===== config.mk =====
export PLATFORM = sky130hd
export DESIGN_NAME = stage_accumulator
export DESIGN_NICKNAME = d
export VERILOG_FILES = /design/src/rtl/stage_accumulator.sv
export SDC_FILE = /design/constraint.sdc
export NUM_CORES = 1
export LEC_CHECK = 0
export ABC_AREA = 1
export CORE_MARGIN = 2
export CORE_UTILIZATION = 35
export DETAILED_ROUTE_END_ITERATION = 12
export GPL_TIMING_DRIVEN = 0
export PLACE_DENSITY_LB_ADDON = 0.3
export SETUP_SLACK_MARGIN = 0.02
export SLEW_MARGIN = 30
export SYNTH_ARGS = -nofsm -noshare
export SYNTH_HDL_FRONTEND = slang
export SYNTH_SLANG_ARGS = --single-unit

===== constraint.sdc =====
create_clock -name clk -period 3.6 [get_ports clk]
set_input_delay 0.36 -clock clk [delete_from_list [all_inputs] [get_ports clk]]
set_output_delay 0.36 -clock clk [all_outputs]
set_load 0.02 [all_outputs]

===== src/rtl/stage_accumulator.sv =====
// Cascade stage accumulator: sums weak-classifier outputs per stage and checks them against the stage threshold.
// Optional macro STAGE_STATS_EN adds result_wc_count, the accepted-beat count for the reported window.
module stage_accumulator #(
    parameter int NUM_STAGES  = 22,
    parameter int STAGE_IDX_W = 5,
    parameter int VAL_W       = 24,
    parameter int ACC_W       = 32,
    parameter int FRAC_BITS   = 12,
    parameter int WIN_ID_W    = 16
) (
    input  logic                          clk,
    input  logic                          rst_n,
    input  logic                          start,
    input  logic        [WIN_ID_W-1:0]    win_id,
    input  logic                          wc_valid,
    output logic                          wc_ready,
    input  logic signed [VAL_W-1:0]       wc_value,
    input  logic                          wc_last,
    output logic        [STAGE_IDX_W-1:0] stage_num,
    input  logic signed [ACC_W-1:0]       stage_thresh,
    output logic                          abort,
    output logic                          busy,
    output logic                          result_valid,
    input  logic                          result_ready,
    output logic                          result_face,
    output logic        [STAGE_IDX_W-1:0] result_stage,
    output logic        [WIN_ID_W-1:0]    result_win_id
`ifdef STAGE_STATS_EN
    ,
    output logic        [15:0]            result_wc_count
`endif
);

    if (ACC_W < VAL_W || FRAC_BITS >= VAL_W || (2 ** STAGE_IDX_W) < NUM_STAGES + 1) begin : g_param_check
        $error("stage_accumulator: inconsistent parameters");
    end

    typedef enum logic [1:0] {IDLE, ACCUM, COMPARE, RESULT} state_t;

    localparam logic [STAGE_IDX_W-1:0] LastStage = STAGE_IDX_W'(NUM_STAGES - 1);
    localparam logic [STAGE_IDX_W-1:0] FaceStage = STAGE_IDX_W'(NUM_STAGES);

    state_t                    state_q;
    logic signed [ACC_W-1:0]   acc_q;
    logic signed [ACC_W-1:0]   acc_d;
    logic signed [ACC_W:0]     sumWide;
    logic [STAGE_IDX_W-1:0]    stageNum_q;
    logic [WIN_ID_W-1:0]       winId_q;
    logic                      wcReady_q;
    logic                      busy_q;
    logic                      abort_q;
    logic                      resValid_q;
    logic                      resFace_q;
    logic [STAGE_IDX_W-1:0]    resStage_q;

    // One extra sign bit exposes overflow; clamp instead of wrapping.
    always_comb begin
        sumWide = {acc_q[ACC_W-1], acc_q} + {{(ACC_W + 1 - VAL_W){wc_value[VAL_W-1]}}, wc_value};
        acc_d   = sumWide[ACC_W-1:0];
        if (sumWide[ACC_W] != sumWide[ACC_W-1]) begin
            acc_d = sumWide[ACC_W] ? {1'b1, {(ACC_W - 1){1'b0}}} : {1'b0, {(ACC_W - 1){1'b1}}};
        end
    end

    always_ff @(posedge clk) begin
        if (!rst_n) begin
            state_q    <= IDLE;
            acc_q      <= '0;
            stageNum_q <= '0;
            winId_q    <= '0;
            wcReady_q  <= 1'b0;
            busy_q     <= 1'b0;
            abort_q    <= 1'b0;
            resValid_q <= 1'b0;
            resFace_q  <= 1'b0;
            resStage_q <= '0;
        end else begin
            abort_q <= 1'b0;
            case (state_q)
                IDLE: begin
                    if (start) begin
                        state_q    <= ACCUM;
                        winId_q    <= win_id;
                        acc_q      <= '0;
                        stageNum_q <= '0;
                        wcReady_q  <= 1'b1;
                        busy_q     <= 1'b1;
                    end
                end
                ACCUM: begin
                    if (wc_valid && wcReady_q) begin
                        acc_q <= acc_d;
                        if (wc_last) begin
                            state_q   <= COMPARE;
                            wcReady_q <= 1'b0;
                        end
                    end
                end
                COMPARE: begin
                    if (acc_q >= stage_thresh) begin
                        if (stageNum_q == LastStage) begin
                            state_q    <= RESULT;
                            resValid_q <= 1'b1;
                            resFace_q  <= 1'b1;
                            resStage_q <= FaceStage;
                        end else begin
                            state_q    <= ACCUM;
                            stageNum_q <= stageNum_q + STAGE_IDX_W'(1);
                            acc_q      <= '0;
                            wcReady_q  <= 1'b1;
                        end
                    end else begin
                        // Early reject: tell upstream to drop the rest of this window.
                        state_q    <= RESULT;
                        resValid_q <= 1'b1;
                        resFace_q  <= 1'b0;
                        resStage_q <= stageNum_q;
                        abort_q    <= 1'b1;
                    end
                end
                RESULT: begin
                    if (result_ready) begin
                        state_q    <= IDLE;
                        resValid_q <= 1'b0;
                        stageNum_q <= '0;
                        busy_q     <= 1'b0;
                    end
                end
                default: state_q <= IDLE;
            endcase
        end
    end

`ifdef STAGE_STATS_EN
    logic [15:0] wcCount_q;

    always_ff @(posedge clk) begin
        if (!rst_n) begin
            wcCount_q <= '0;
        end else if (state_q == IDLE && start) begin
            wcCount_q <= '0;
        end else if (state_q == ACCUM && wc_valid && wcReady_q && wcCount_q != 16'hFFFF) begin
            wcCount_q <= wcCount_q + 16'd1;
        end
    end

    assign result_wc_count = wcCount_q;
`endif

    assign wc_ready      = wcReady_q;
    assign stage_num     = stageNum_q;
    assign abort         = abort_q;
    assign busy          = busy_q;
    assign result_valid  = resValid_q;
    assign result_face   = resFace_q;
    assign result_stage  = resStage_q;
    assign result_win_id = winId_q;

endmodule


; ---- Word-level counts from Yosys, hierarchy flattened
; Index checks and enable logic that the tools add are counted.
[op_classes]
add_sub_neg = 2
n_lt_le_gt_ge = 1
eq_ne = 13
muxes = 34
n_reduce_logical = 15
[ops]
columns = cell, n
row1 = 32-bit 2-to-1 mux, 6
row2 = 32-bit case mux with 3 select lines, 1
row3 = 32-bit by 24-bit adder with 33-bit output, 1
row4 = 32-bit greater-or-equal comparator, 1
row5 = 5-bit 2-to-1 mux, 6
row6 = 5-bit case mux with 3 select lines, 1
row7 = 2-bit 2-to-1 mux, 6
row8 = "2-bit != test, second input constant", 6
row9 = 1-bit 2-to-1 mux, 10
row10 = 5-bit AND reduction, 2
row11 = 2-bit case mux with 4 select lines, 1
row12 = 2-bit AND reduction, 3
row13 = 3-bit AND reduction, 2
row14 = 6-bit AND reduction, 1
row15 = 3-bit nonzero test, 2
row16 = "5-bit by 1-bit adder with 5-bit output, second input constant", 1
row17 = "5-bit equality test, second input constant", 1
row18 = "2-bit equality test, second input constant", 2
row19 = 1-bit case mux with 2 select lines, 2
row20 = 4-bit AND reduction, 1
row21 = 2-bit nonzero test, 2
row22 = "3-bit != test, second input constant", 1
row23 = 1-bit case mux with 3 select lines, 1
row24 = "2-bit by 1-bit equality test with 1-bit output, second input constant", 1
row25 = other kinds (4), 4
[word_totals]
register_bits = 65
inputBits = 78
out_inout_bits = 31

; ---- Depth between registers and ports, before layout
; Gate-level depths: netlist (run 1).
[depth]
word_depth = 5
ltp_mapped = 21

; ---- Worst setup path after synthesis (run 1)
; No wires, ideal clock.
[synth_path]
path_kind = input port to flip-flop
startpoint = input wc_value[0]
endpoint = register acc_q[10]
t_arrival_ps = 2140
required_time_ps = 3486
slack_ps = 1346
stages = 17
path_buffers = 1
path_cell_list = ha_1 > fa_1 > nand2_1 > nand2_1 > nand3_1 > nand2_1 > nand2_1 > nand2_2 > nand2_2 > nand2_2 > nand2_2 > nand2_4 > nand2_2 > buf_2 > nand3_1 > a21oi_1 > nor2_1
[synth_via]
elab_chain_cells = 5
[synth_rtl]
columns = item, line
row1 = start: declaration, 17  ; input logic signed [VAL_W-1:0] wc_value,
row2 = 32-bit by 24-bit adder with 33-bit output (*), 58  ; sumWide = {acc_q[ACC_W-1], acc_q} + {{(ACC_W + 1 - VAL_W){wc_value[VAL_W-1]}}, wc_value};
row3 = 32-bit 2-to-1 mux or 1-bit != test (tied branches), "61, 60"
row4 = 32-bit 2-to-1 mux (*), 60  ; if (sumWide[ACC_W] != sumWide[ACC_W-1]) begin
row5 = 32-bit 2-to-1 mux (*), 91  ; if (wc_valid && wcReady_q) begin
row6 = 32-bit case mux with 3 select lines (*), 79  ; case (state_q)
row7 = end signal: assignment, 68  ; acc_q <= '0;
row8 = end signal: assignment, 84  ; acc_q <= '0;
row9 = end signal: assignment, 92  ; acc_q <= acc_d;
row10 = end: declaration, 44  ; logic signed [ACC_W-1:0] acc_q;
; Mark *: on every way between the ends. The rest lies on a longest branch, timed or not. The select of a mux whose other input is x is not followed.
; A chain may end at the register's enable or synchronous reset.

; ---- Final worst setup path (run 1)
[layout_path]
startpoint = input wc_value[23]
endpoint = register acc_q[30]
; The elaborated chain is that of the path after synthesis.

==> out/results.env, run 1 <==
OUTCOME='finished clean'
CORE_AREA_MM2=0.0166
FIN_CRIT_PS=2990
NETLIST_INSTANCES=984
LARGEST_FAMILY_OF_LOGIC_CELLS_BY_SYNTHESIZED_AREA='simple AND/OR/NAND/NOR gates'
GRT_PASS1_WL_UM=28900
ROUTED_WIRELENGTH_UM=17800
SYNTH_CELL_TYPES=36
DRT_PASS1_ITERATIONS=5
WORST_SETUP_PATH_END_KIND='flop'
WORST-ENDPOINT-ARRIVAL_PS=3220
DIE_HEIGHT_UM=134
YS_FF_LATCH=65
FINAL_NUMBER_OF_HOLD_VIOLATING_ENDPOINTS=0
SYNTH_XOR_XNOR_AREA_SHARE=0.0324
CTS_BUFFER_DEPTH=2
CRITPATHMAXFANOUT=10
FINALNONFILLERCELLS=1328
YS_SEQ_AREA_FRAC=0.218
POST_DR_WIRELENGTH_CELL_UM=13.4
DRT-VIAS-PER-INSTANCE=4.67
SYNTH_COMPOUND_AREA_FRAC=0.120
SLEW-LIMIT-HEADROOM=0.484
GRT_USE_TOTAL=0.203
GRT_SETUP_UNREPAIRED='false'
NUMBER_OF_GLOBAL_ROUTE_VIAS_BEFORE_REPAIR=5899
SWITCHING_SHARE=0.455
IOS=109
NUM_ANTENNA_CELLS=0
POST_DP_CELL_AREA_MM2=0.00731
ANTENNA_FOUND_INITIAL=0
CLKLATENCYLATEPIN_PS=350
DIE_WIDTH_UM=134
I_O_BUFFERS=108
INITIALDRTVIOLATIONCOUNT=356
P_SW_W=0.00190
TOTAL_OF_CELLS_RESIZED_AFTER_CLOCK_TREE_SYNTHESIS=0
LAYOUT.FILLER_CELLS=1780
NUMCTSBUFFERS=9
INITIAL_UTILIZATION=0.359
FINAL_NETS=1248
YS_WARN_COUNT=0
SYNTH.AVG_CELL_AREA_UM2=6.05
CLOCK_SKEW_PS=8.67
SETUP_VIOL=0
LARGEST_NET_DEGREE_AT_THE_START_OF_GLOBAL_ROUTING=15
GRT_OVERFLOW=0
DIE_AREA_MM2=0.0181
VIA_COUNT=6203
TRITONCTS_NUM_SINKS=65
PWR-SHARE-COMB=0.541
CTS_HOLD_BUFFERS=0
POWER.INTERNAL_W=0.00228
AREAGROWTHSYNTHTOFINISH_PCT=27.9
CRITICAL_PATH_CLASS='in2reg'
CELLPOWERDENSITY_mW_PER_MM2=549
STDCELL_AREA_MM2=0.00762
POSTSYNTHNETCOUNT=1129
REMAINING_DRC_ERRORS=0
WORSTHOLDPATHCELLS=2
PLACE_HPWL_UM=14300
POST_SYNTHESIS_SIMPLE_GATE_AREA_FRACTION=0.373
PLACE.DETAILED.INSTANCES=1312
NUM_ROWS=47
CLOCKPOWERSHARE=0.227
MAXSLEWVIOLCOUNT=0
YOSYS-MUX-AREA-FRACTION=0
ANTENNA_VIOLATING_NETS_POST_ROUTE=0
POSTCTSSETUPBUFFERS=0
WORST_SETUP_HOLD_PATH_CLK_SLEW_PS=60
MAX-VDD-IR-DROP_uV=292
HOLDCRITPATHCLASS='reg2reg'
POWER_FRAC_SEQ=0.232
POST-ROUTE-PERIOD-UTIL=0.829
PIN_SLEW_WITH_THE_LEAST_HEADROOM_TO_ITS_LIMIT_PS=765
FMAX_MHz=335
CLOCK-ROOT-BUFFER='sky130_fd_sc_hd__clkbuf_16'
TOTALNEGATIVESETUPSLACK_PS=0
POST_SYNTH_INSTANCE_AREA_MM2=0.00596
YOSYS.AREA_SHARE.ADDER=0.142
CRIT_PATH_START_KIND='input port'
HTREEDEPTH=3
DRIVE_ABOVE_1_SHARE=0.0641
REQUIRED_PS=3830
WORST-R2R-CELL-COUNT=17
MAX_CAP_VIOL_COUNT=0
GP_CONGESTION=0.937
CTS_TREE='done'
STATIC-LEAKAGE-POWER_nW=3.85
## worst max-delay path: stages
cell and delay (ps):
sky130_fd_sc_hd__clkdlybuf4s50_1 640, sky130_fd_sc_hd__ha_1 470, sky130_fd_sc_hd__nand2_1 140, sky130_fd_sc_hd__inv_1 50, sky130_fd_sc_hd__a21oi_1 200, sky130_fd_sc_hd__nand2_1 120, sky130_fd_sc_hd__a21oi_2 220, sky130_fd_sc_hd__nand2_2 90
sky130_fd_sc_hd__nand2_1 60, sky130_fd_sc_hd__nand2_1 60, sky130_fd_sc_hd__nand2_2 120, sky130_fd_sc_hd__buf_2 280, sky130_fd_sc_hd__nand3_1 110, sky130_fd_sc_hd__a21oi_1 230, sky130_fd_sc_hd__nor2_1 70
## per-stage QoR
step,power [W],hold WS [ps],util,setup slack [ps]
after floorplan,0.00258,473,-,1350
after global placement,0.00321,462,0.441,271
after detailed placement,0.00322,468,0.441,264
after CTS,0.00419,478,0.459,624
after global routing,0.00454,496,0.459,382
final,0.00418,475,0.459,614
## cells in the mapped netlist
master / instances / share of area
sky130_fd_sc_hd__o21bai_1: 7 / 0.0088
sky130_fd_sc_hd__xnor2_1: 14 / 0.021
sky130_fd_sc_hd__nand2_4: 1 / 0.0019
sky130_fd_sc_hd__o21a_1: 3 / 0.0038
sky130_fd_sc_hd__nor2_2: 8 / 0.0084
sky130_fd_sc_hd__nand4_1: 7 / 0.0074
sky130_fd_sc_hd__a21oi_2: 4 / 0.0059
sky130_fd_sc_hd__and2_1: 2 / 0.0021
sky130_fd_sc_hd__o211ai_1: 2 / 0.0025
sky130_fd_sc_hd__inv_1: 136 / 0.086
sky130_fd_sc_hd__nor4_2: 1 / 0.0021
sky130_fd_sc_hd__buf_6: 3 / 0.0057
sky130_fd_sc_hd__a21oi_1: 78 / 0.066
sky130_fd_sc_hd__inv_2: 9 / 0.0057
sky130_fd_sc_hd__or2_2: 1 / 0.0011
sky130_fd_sc_hd__nor3_1: 10 / 0.0084
sky130_fd_sc_hd__a21oi_4: 1 / 0.0027
sky130_fd_sc_hd__nand2_1: 286 / 0.18
sky130_fd_sc_hd__or2_0: 1 / 0.0011
sky130_fd_sc_hd__nand3_1: 55 / 0.046
sky130_fd_sc_hd__nor2_1: 134 / 0.084
sky130_fd_sc_hd__xor2_1: 8 / 0.012
sky130_fd_sc_hd__o21ai_0: 33 / 0.028
sky130_fd_sc_hd__buf_2: 8 / 0.0067
sky130_fd_sc_hd__fa_1: 1 / 0.0034
sky130_fd_sc_hd__nand3b_1: 7 / 0.0088
sky130_fd_sc_hd__clkbuf_1: 9 / 0.0057
sky130_fd_sc_hd__nor3b_1: 1 / 0.0013
sky130_fd_sc_hd__nand3_2: 3 / 0.0050
sky130_fd_sc_hd__and3_1: 1 / 0.0011
sky130_fd_sc_hd__dfxtp_1: 65 / 0.22
sky130_fd_sc_hd__ha_1: 66 / 0.14
sky130_fd_sc_hd__a21o_1: 2 / 0.0025
sky130_fd_sc_hd__or2_1: 1 / 0.0011
sky130_fd_sc_hd__buf_4: 4 / 0.0050
sky130_fd_sc_hd__nand2_2: 12 / 0.013
## final cells by class
type                            count  area [µm²]  share of cell area
Multi-Input combinational cell    750        3970               0.521
Timing Repair Buffer              108        1080               0.142
Tap cell                          220         275              0.0361
Clock buffer                        9         225              0.0296
Buffer                             24         138              0.0181
Inverter                          145         544              0.0714
Sequential cell                    65        1300               0.171
Clock inverter                      7        82.6              0.0108
## logic make-up after synthesis
group | after synthesis
AO/OA/AOI/OAI | 130
flip-flops | 65
buffers and inverters | 169
XOR/XNOR | 22
adder cells (fa/ha/maj) | 67
AND/OR/NAND/NOR | 531
## power by group through the flow
stage	combinational, W	sequential (W)	clock, W
CTS	0.00226	0.000973	0.000963
global placement	0.00222	0.000987	0
finish	0.00226	0.000971	0.000948
global route	0.00256	0.000991	0.000989
detailed placement	0.00224	0.000987	0
floorplan	0.00159	0.000998	0
## worst paths after layout
path / end / slack, ps / start
setup / recovery: acc_q[30] / 610 / wc_value[23]
hold / removal: result_stage[3] / 480 / result_stage[3]
setup reg to reg: acc_q[30] / 840 / acc_q[0]
hold reg to reg: result_stage[3] / 480 / result_stage[3]
## metal layers
layer | share of wire | track usage
met1 | 0.48 | 0.278
met2 | 0.45 | 0.320
met3 | 0.061 | 0.0446
met4 | 0.012 | 0.0556
met5 | 0 | 0
## sequential cells by signal, summed over array words and instances, names as in the netlist
name,flops
wc_ready,1
result_face,1
state_q,2
acc_q,32
abort,1
result_valid,1
stage_num,5
busy,1
result_win_id,16
result_stage,5
## cells in the final DEF, fill, tap and decap left out, types with 2 or more instances in the layout
cell	n
sky130_fd_sc_hd__clkbuf_1	9
sky130_fd_sc_hd__inv_2	9
sky130_fd_sc_hd__dfxtp_1	65
sky130_fd_sc_hd__clkinvlp_4	2
sky130_fd_sc_hd__buf_6	3
sky130_fd_sc_hd__nand3_2	3
sky130_fd_sc_hd__and2_1	2
sky130_fd_sc_hd__nand3b_1	7
sky130_fd_sc_hd__a21o_1	2
sky130_fd_sc_hd__a21oi_1	78
sky130_fd_sc_hd__xnor2_1	14
sky130_fd_sc_hd__inv_6	3
sky130_fd_sc_hd__nand3_1	55
sky130_fd_sc_hd__nand2_1	286
sky130_fd_sc_hd__o21a_1	3
sky130_fd_sc_hd__nor2_2	8
sky130_fd_sc_hd__buf_2	8
sky130_fd_sc_hd__o21ai_0	33
sky130_fd_sc_hd__nand4_1	7
sky130_fd_sc_hd__inv_1	136
sky130_fd_sc_hd__o211ai_1	2
sky130_fd_sc_hd__clkbuf_16	9
sky130_fd_sc_hd__o21bai_1	7
sky130_fd_sc_hd__nor2_1	134
sky130_fd_sc_hd__nand2_2	12
sky130_fd_sc_hd__xor2_1	8
sky130_fd_sc_hd__clkdlybuf4s50_1	108
sky130_fd_sc_hd__a21oi_2	4
sky130_fd_sc_hd__ha_1	66
sky130_fd_sc_hd__nor3_1	10
sky130_fd_sc_hd__buf_4	4
(Power assumes the default switching activity.)
==> inputs of run 2 (changes only) <==
Clock period 3.6 ns to 2.5 ns, I/O delays scaled along.
==> run 2 against run 1 <==
Against the previous run:
- die area unchanged
- wire length rose by 7.1%
- hold slack worse by 0.61 ps
- critical endpoint is now acc_q[27]
- largest cell class unchanged
==> out/results.env, run 2 (synthesized netlist as in run 1, its figures left out) <==
OUTCOME='finished clean'
TOT_PWR_W=0.00682  # +63%
DIE_WIDTH_UM=134  # unchanged
WORST_SETUP_PATH_END_KIND='flop'
LAYOUT.CELLS.MOST_COMMON_LIST='sky130_fd_sc_hd__nand2_1, sky130_fd_sc_hd__inv_1, sky130_fd_sc_hd__nor2_1, sky130_fd_sc_hd__clkdlybuf4s50_1, sky130_fd_sc_hd__a21oi_1'
WORSTSETUPSTARTPOINT='acc_q[0]'
HOLDCRITPATHCLASS='reg2reg'
DRIVE_ABOVE_1_SHARE=0.169  # +0.105
FF2FF_SETUP_SLACK_PS=40  # -800 ps
MAX-VDD-IR-DROP_uV=427  # +46%
LARGEST_NET_DEGREE_AT_THE_START_OF_GLOBAL_ROUTING=15  # unchanged
FMAX_MHz=406
LAYOUT.FILLER_CELLS=1667  # -6.3%
GRT_PASS1_WL_UM=29100  # +0.76%
HOLD-WORST-SLACK_PS=474  # -0.613 ps
FINALNONFILLERCELLS=1342  # +1.1%
CLOCK_SKEW_PS=7.87  # -0.799 ps
TOTALNEGATIVESETUPSLACK_PS=0  # unchanged
CTS_BUFFER_DEPTH=2  # unchanged
ANTENNA_VIOLATING_NETS_POST_ROUTE=0  # unchanged
I_O_BUFFERS=108  # unchanged
HTREEDEPTH=3  # unchanged
CRITPATHMAXFANOUT=5  # -5
IOS=109  # unchanged
GRT_USE_TOTAL=0.204  # +0.00111
ANTENNA_FOUND_INITIAL=0  # unchanged
TRITONCTS_NUM_SINKS=65  # unchanged
WORST-ENDPOINT-ARRIVAL_PS=2750  # -470 ps
WORST_SETUP_HOLD_PATH_CLK_SLEW_PS=60  # about the same
CRITICAL_PATH_CLASS='reg2reg'
DIE_AREA_MM2=0.0181  # unchanged
SLEW-LIMIT-HEADROOM=0.578  # +0.0938
DRT-VIAS-PER-INSTANCE=4.82  # +3.2%
VIA_COUNT=6466  # +4.2%
REG2REG_LAUNCH_POINT='acc_q[0]'
CORE_AREA_MM2=0.0166  # unchanged
WORST-R2R-CELL-COUNT=18  # +1
NUM_ROWS=47  # unchanged
DRT_PASS1_ITERATIONS=5  # unchanged
DIE_HEIGHT_UM=134  # unchanged
FIN_CRIT_PS=2460
REQUIRED_PS=2790  # -1040 ps
CTS_HOLD_BUFFERS=0  # unchanged
MAXSLEWVIOLCOUNT=0  # unchanged
FINAL_COMMON_CELL='sky130_fd_sc_hd__nand2_1'
CELLPOWERDENSITY_mW_PER_MM2=803  # +46%
POST_DR_WIRELENGTH_CELL_UM=14.2  # +6.0%
PIN_SLEW_WITH_THE_LEAST_HEADROOM_TO_ITS_LIMIT_PS=633  # -133 ps
CLOCK-ROOT-BUFFER='sky130_fd_sc_hd__clkbuf_16'
PLACE_HPWL_UM=14300  # unchanged
WORSTREG2REGEND='acc_q[27]'
AREAGROWTHSYNTHTOFINISH_PCT=42.8
GRT_SETUP_UNREPAIRED='true'
STATIC-LEAKAGE-POWER_nW=4.15  # +7.6%
REMAINING_DRC_ERRORS=0  # unchanged
ROUTED_WIRELENGTH_UM=19000  # +7.1%
PLACE.DETAILED.INSTANCES=1312  # unchanged
NUMCTSBUFFERS=9  # unchanged
FINAL_NETS=1262  # +1.1%
POST-ROUTE-WORST-SETUP-SLACK_PS=38.6  # -576 ps
POST-ROUTE-PERIOD-UTIL=0.985
CRIT_PATH_START_KIND='flop'
INITIAL_UTILIZATION=0.359  # unchanged
CTS_TREE='done'
LARGEST_REG_FLOPS=32  # unchanged
GRT_OVERFLOW=0  # unchanged
WORSTHOLDPATHCELLS=2  # unchanged
FINAL_NUMBER_OF_HOLD_VIOLATING_ENDPOINTS=0  # unchanged
REGISTERS.TOP_BY_FF_COUNT='acc_q'
NUM_ANTENNA_CELLS=0  # unchanged
GP_CONGESTION=0.937  # unchanged
MAX_CAP_VIOL_COUNT=0  # unchanged
INITIALDRTVIOLATIONCOUNT=379  # +6.5%
NUMBER_OF_GLOBAL_ROUTE_VIAS_BEFORE_REPAIR=5976  # +1.3%
SETUP_VIOL=0  # unchanged
POST-PLACE-WS_PS=-726  # -990 ps
WORST_SETUP_PATH_ENDPOINT='acc_q[27]'
CLKLATENCYLATEPIN_PS=350  # about the same
-- run 2: cell count changes in the layout (fill, tap and decap cells not counted), moves of 8 or more --
cell and change:
sky130_fd_sc_hd__dlymetal6s2s_1 +9, sky130_fd_sc_hd__nand2_4 +11, sky130_fd_sc_hd__ha_1 -29, sky130_fd_sc_hd__ha_2 +8, sky130_fd_sc_hd__nand2_1 -17, sky130_fd_sc_hd__buf_6 +8
sky130_fd_sc_hd__clkdlybuf4s50_1 -10, sky130_fd_sc_hd__dfxtp_1 -16, sky130_fd_sc_hd__a21oi_2 +19, sky130_fd_sc_hd__ha_4 +21, sky130_fd_sc_hd__nor2_1 -10, sky130_fd_sc_hd__dfxtp_2 +16
sky130_fd_sc_hd__a21oi_1 -20
-- run 2: repair_timing --
action | CTS | global route
resized for setup | 28 | 150
endpoints found under the setup margin | 32 | 44
pin swaps | 1 | 30
cloned | 1 | 3
endpoints found under the hold margin | 0 | 0
buffers inserted | 1 | 9
-- run 2: per-stage QoR --
step	util	area [µm²]
5_1_grt	0.513	8500
4_1_cts	0.465	7720
3_3_place_gp	0.441	7310
6_report	0.513	8500
3_5_place_dp	0.441	7310
2_1_floorplan	-	5960
-- run 2: per-layer routing --
layer  global-route usage  vias up  wire, µm
met5                    0        -         0
met4               0.0637        0       254
met3               0.0472       21      1180
met2                0.320      167      8730
met1                0.276     2907      8860
li1                     -     3371         -
-- run 2: area by class of cell --
cell class	instances	area, µm²	area share
plain buffers	24	223	0.0262
clock buffers	9	225	0.0265
clock inverters	7	82.6	0.00971
inverters	145	547	0.0643
multi-input cells	750	4580	0.538
flip-flops and latches	65	1320	0.155
well taps	220	275	0.0324
repair buffers	122	1250	0.147
-- run 2: worst max-delay path, cell delays in order, from the launching register on --
cell	delay, ps
sky130_fd_sc_hd__dfxtp_2	330
sky130_fd_sc_hd__ha_4	170
sky130_fd_sc_hd__fa_2	410
sky130_fd_sc_hd__nand2_2	90
sky130_fd_sc_hd__nand2_2	70
sky130_fd_sc_hd__nand3_4	90
sky130_fd_sc_hd__nand2_4	70
sky130_fd_sc_hd__nand2_4	80
sky130_fd_sc_hd__nand2_4	70
sky130_fd_sc_hd__nand2_4	100
sky130_fd_sc_hd__nand2_4	50
sky130_fd_sc_hd__nand2_2	80
sky130_fd_sc_hd__nand2_4	70
sky130_fd_sc_hd__a21oi_4	250
sky130_fd_sc_hd__buf_6	160
sky130_fd_sc_hd__nand2_1	50
sky130_fd_sc_hd__nand2_1	70
sky130_fd_sc_hd__nand2_2	80
sky130_fd_sc_hd__nor2_2	80
-- run 2: how the worst min path moves through the flow --
stage / slack, ps / to / startpoint
2_1_floorplan: 420 / result_win_id[0] / win_id[0]
3_3_place_gp: 460 / busy / busy
3_5_place_dp: 470 / result_stage[0] / result_stage[0]
4_1_cts: 480 / result_stage[3] / result_stage[3]
5_1_grt: 500 / result_stage[3] / result_stage[3]
6_report: 470 / result_stage[3] / result_stage[3]
-- run 2: report_power, final --
part	switching [W]	internal [W]	total, W
registers	0.000212	0.00124	0.00145
logic	0.00230	0.00170	0.00400
clock network	0.000578	0.000790	0.00137
total	0.00309	0.00374	0.00682
==> inputs of run 3 (changes only) <==
Settings changed: CAP_MARGIN set to 10, CORE_MARGIN 2 to 1.5.
==> run 3 against run 2 <==
Against the previous run:
- via count grew 0.15%
- clock skew increased by 3.3 ps
- register-to-register slack better by 80 ps
- critical path depth decreased by 1
- utilization down 0.27 points
- hold slack improved by 6.7 ps
- sequential share of layout area up 0.16 points
- non-clock buffer count down 4
- sequential cell count unchanged
- count of clock-buffer cells in the layout increased by 1
==> out/results.env, run 3 (synthesized netlist as in run 1, its figures left out) <==
DRT_PASS1_ITERATIONS=5  # unchanged
CLOCK-ROOT-BUFFER='sky130_fd_sc_hd__clkbuf_16'
TRITONCTS_NUM_SINKS=65  # unchanged
AREAGROWTHSYNTHTOFINISH_PCT=42.0
WORSTHOLDPATHCELLS=2  # unchanged
CRITPATHMAXFANOUT=5  # unchanged
LAYOUT.CELLS.MOST_COMMON_LIST='sky130_fd_sc_hd__nand2_1, sky130_fd_sc_hd__inv_1, sky130_fd_sc_hd__nor2_1, sky130_fd_sc_hd__clkdlybuf4s50_1, sky130_fd_sc_hd__a21oi_1'
GRT_OVERFLOW=0  # unchanged
POST-ROUTE-PERIOD-UTIL=0.953  # -0.0311
VIA_COUNT=6476  # +0.15%
NUM_ROWS=47  # unchanged
TOT_PWR_W=0.00680  # -0.37%
CLKLATENCYLATEPIN_PS=350  # about the same
MAXSLEWVIOLCOUNT=0  # unchanged
WORSTREG2REGEND='acc_q[27]'
FINAL_COMMON_CELL='sky130_fd_sc_hd__nand2_1'
WORST-R2R-CELL-COUNT=15  # -3
INITIALDRTVIOLATIONCOUNT=347  # -8.4%
IOS=109  # unchanged
FINAL_NETS=1259  # -0.24%
REG2REG_LAUNCH_POINT='acc_q[15]'
ANTENNA_FOUND_INITIAL=0  # unchanged
CRIT_PATH_START_KIND='input port'
CORE_AREA_MM2=0.0166  # unchanged
I_O_BUFFERS=108  # unchanged
STATIC-LEAKAGE-POWER_nW=4.15  # about the same
LARGEST_REG_FLOPS=32  # unchanged
INITIAL_UTILIZATION=0.359  # unchanged
MAX-VDD-IR-DROP_uV=395  # -7.5%
HTREEDEPTH=3  # unchanged
CRITICAL_PATH_CLASS='in2reg'
MOST_CROWDED_LAYER_AFTER_GLOBAL_ROUTING='met2'
POST_DR_WIRELENGTH_CELL_UM=14.4  # +1.6%
NUMBER_OF_GLOBAL_ROUTE_VIAS_BEFORE_REPAIR=5943  # -0.55%
DIE_WIDTH_UM=133  # -0.74%
SETUP_VIOL=0  # unchanged
DRIVE_ABOVE_1_SHARE=0.165  # -0.00401
GROUTE.LAYER.MET1.USAGE=0.276  # -0.000811
CTS_BUFFER_DEPTH=2  # unchanged
REGISTERS.TOP_BY_FF_COUNT='acc_q'
HOLDCRITPATHCLASS='reg2reg'
DIE_AREA_MM2=0.0178  # -1.5%
LARGEST_NET_DEGREE_AT_THE_START_OF_GLOBAL_ROUTING=14  # -1
WORST_SETUP_PATH_END_KIND='flop'
FINALCOREUTILIZATION=0.510  # -0.00272
CTS_TREE='done'
DIE_HEIGHT_UM=133  # -0.74%
HOLD_PATH.STARTPOINT='busy'
FMAX_MHz=420  # +3.3%
DRT-VIAS-PER-INSTANCE=4.84  # +0.38%
POST_DP_CELL_AREA_MM2=0.00731  # unchanged
WORST_SETUP_HOLD_PATH_CLK_SLEW_PS=60  # about the same
CLOCK_SKEW_PS=11.2  # +3.28 ps
REQUIRED_PS=2780  # about the same
FIN_CRIT_PS=2380  # -77.7 ps
CTS_HOLD_BUFFERS=0  # unchanged
ANTENNA_VIOLATING_NETS_POST_ROUTE=0  # unchanged
GRTUSAGEMET2=0.340  # +0.0205
FF2FF_SETUP_SLACK_PS=120  # +80 ps
STDCELL_AREA_MM2=0.00846  # -0.53%
PIN_SLEW_WITH_THE_LEAST_HEADROOM_TO_ITS_LIMIT_PS=653  # +20.6 ps
CELLPOWERDENSITY_mW_PER_MM2=804  # +0.16%
GP_CONGESTION=0.952  # +1.6%
WORST-ENDPOINT-ARRIVAL_PS=2660  # -90 ps
GROUTE.LAYER.MET3.USAGE=0.0304  # -0.0168
PLACE_HPWL_UM=14200  # -0.27%
MAX_CAP_VIOL_COUNT=0  # unchanged
GRT_USE_TOTAL=0.207  # +0.00357
NUMCTSBUFFERS=9  # unchanged
WORST_HOLD_PATH.ENDPOINT='busy'
REMAINING_DRC_ERRORS=0  # unchanged
GRT_PASS1_WL_UM=29100  # about the same
FINAL_NUMBER_OF_HOLD_VIOLATING_ENDPOINTS=0  # unchanged
ROUTED_WIRELENGTH_UM=19300  # +1.3%
GRT_SETUP_UNREPAIRED='true'
NUM_ANTENNA_CELLS=0  # unchanged
OUTCOME='finished clean'
SLEW-LIMIT-HEADROOM=0.565  # -0.0137
[run 3: cell count changes in the layout (fill, tap and decap cells not counted), sizes merged]
cell	delta
bufinv	+1
dlymetal6s2s	+4
clkbuf	+1
buf	-4
clkdlybuf4s50	-4
nand3	+1
clkinvlp	-2
[run 3: final cells by class]
cell class                 count  area, µm²
buffer                        24        208
clock inverter                 6       95.1
clock buffer                  10        239
timing repair buffer         118       1230
fill                        1666       8120
inverter                     145        547
multi-input combinational    751       4530
sequential                    65       1330
tap                          220        275
[run 3: timing repair]
item	CTS	global route
gates cloned	1	4
gates resized for setup	28	141
setup endpoints to repair	32	41
buffers inserted	3	3
pin swaps	6	25
[run 3: power breakdown]
| group | switching [W] | total (W) | internal (W) |
|---|---|---|---|
| sequential | 0.000221 | 0.00147 | 0.00125 |
| combinational | 0.00223 | 0.00388 | 0.00165 |
| clock | 0.000534 | 0.00145 | 0.000915 |
| total | 0.00299 | 0.00680 | 0.00381 |
[run 3: critical path: stages]
cell                              delay (ps)
sky130_fd_sc_hd__clkdlybuf4s50_1         460
sky130_fd_sc_hd__ha_4                    320
sky130_fd_sc_hd__nand2_1                  80
sky130_fd_sc_hd__inv_2                    80
sky130_fd_sc_hd__nand2_1                  80
sky130_fd_sc_hd__nor3_2                  120
sky130_fd_sc_hd__nand2_1                 110
sky130_fd_sc_hd__nand2_2                 140
sky130_fd_sc_hd__nand2_2                  80
sky130_fd_sc_hd__nand3_1                  90
sky130_fd_sc_hd__nand2_2                 100
sky130_fd_sc_hd__a21oi_4                 280
sky130_fd_sc_hd__buf_6                   160
sky130_fd_sc_hd__nand2_1                  60
sky130_fd_sc_hd__nand2_2                  70
sky130_fd_sc_hd__nand2_2                  70
sky130_fd_sc_hd__nor2_2                  110
[run 3: through the flow]
step	setup TNS [ps]	instances	hold WS [ps]	setup slack, ps
floorplan	0	984	417	324
global placement	-19040	1312	461	-709
detailed placement	-20680	1312	466	-712
CTS	0	1332	486	20.1
global route	-151	1339	505	-42.7
finish	0	1339	481	116
[run 3: worst max path at each step]
stage / slack [ps] / from / cells after the start / endpoint
after floorplan: 320 / acc_q[0] / 17 / acc_q[10]
after global placement: -710 / wc_value[23] / 15 / acc_q[30]
after detailed placement: -710 / wc_value[23] / 15 / acc_q[30]
after CTS: 20 / wc_value[19] / 16 / acc_q[27]
after global routing: -40 / wc_value[7] / 17 / acc_q[27]
final: 120 / wc_value[8] / 17 / acc_q[27]
[run 3: per-layer routing]
metal | vias to the layer above | routed length, µm | part of all wire
met5 | - | 0 | 0
met4 | 0 | 468 | 0.024
met3 | 30 | 1000 | 0.052
met2 | 153 | 8960 | 0.46
met1 | 2920 | 8850 | 0.46
li1 | 3373 | - | -
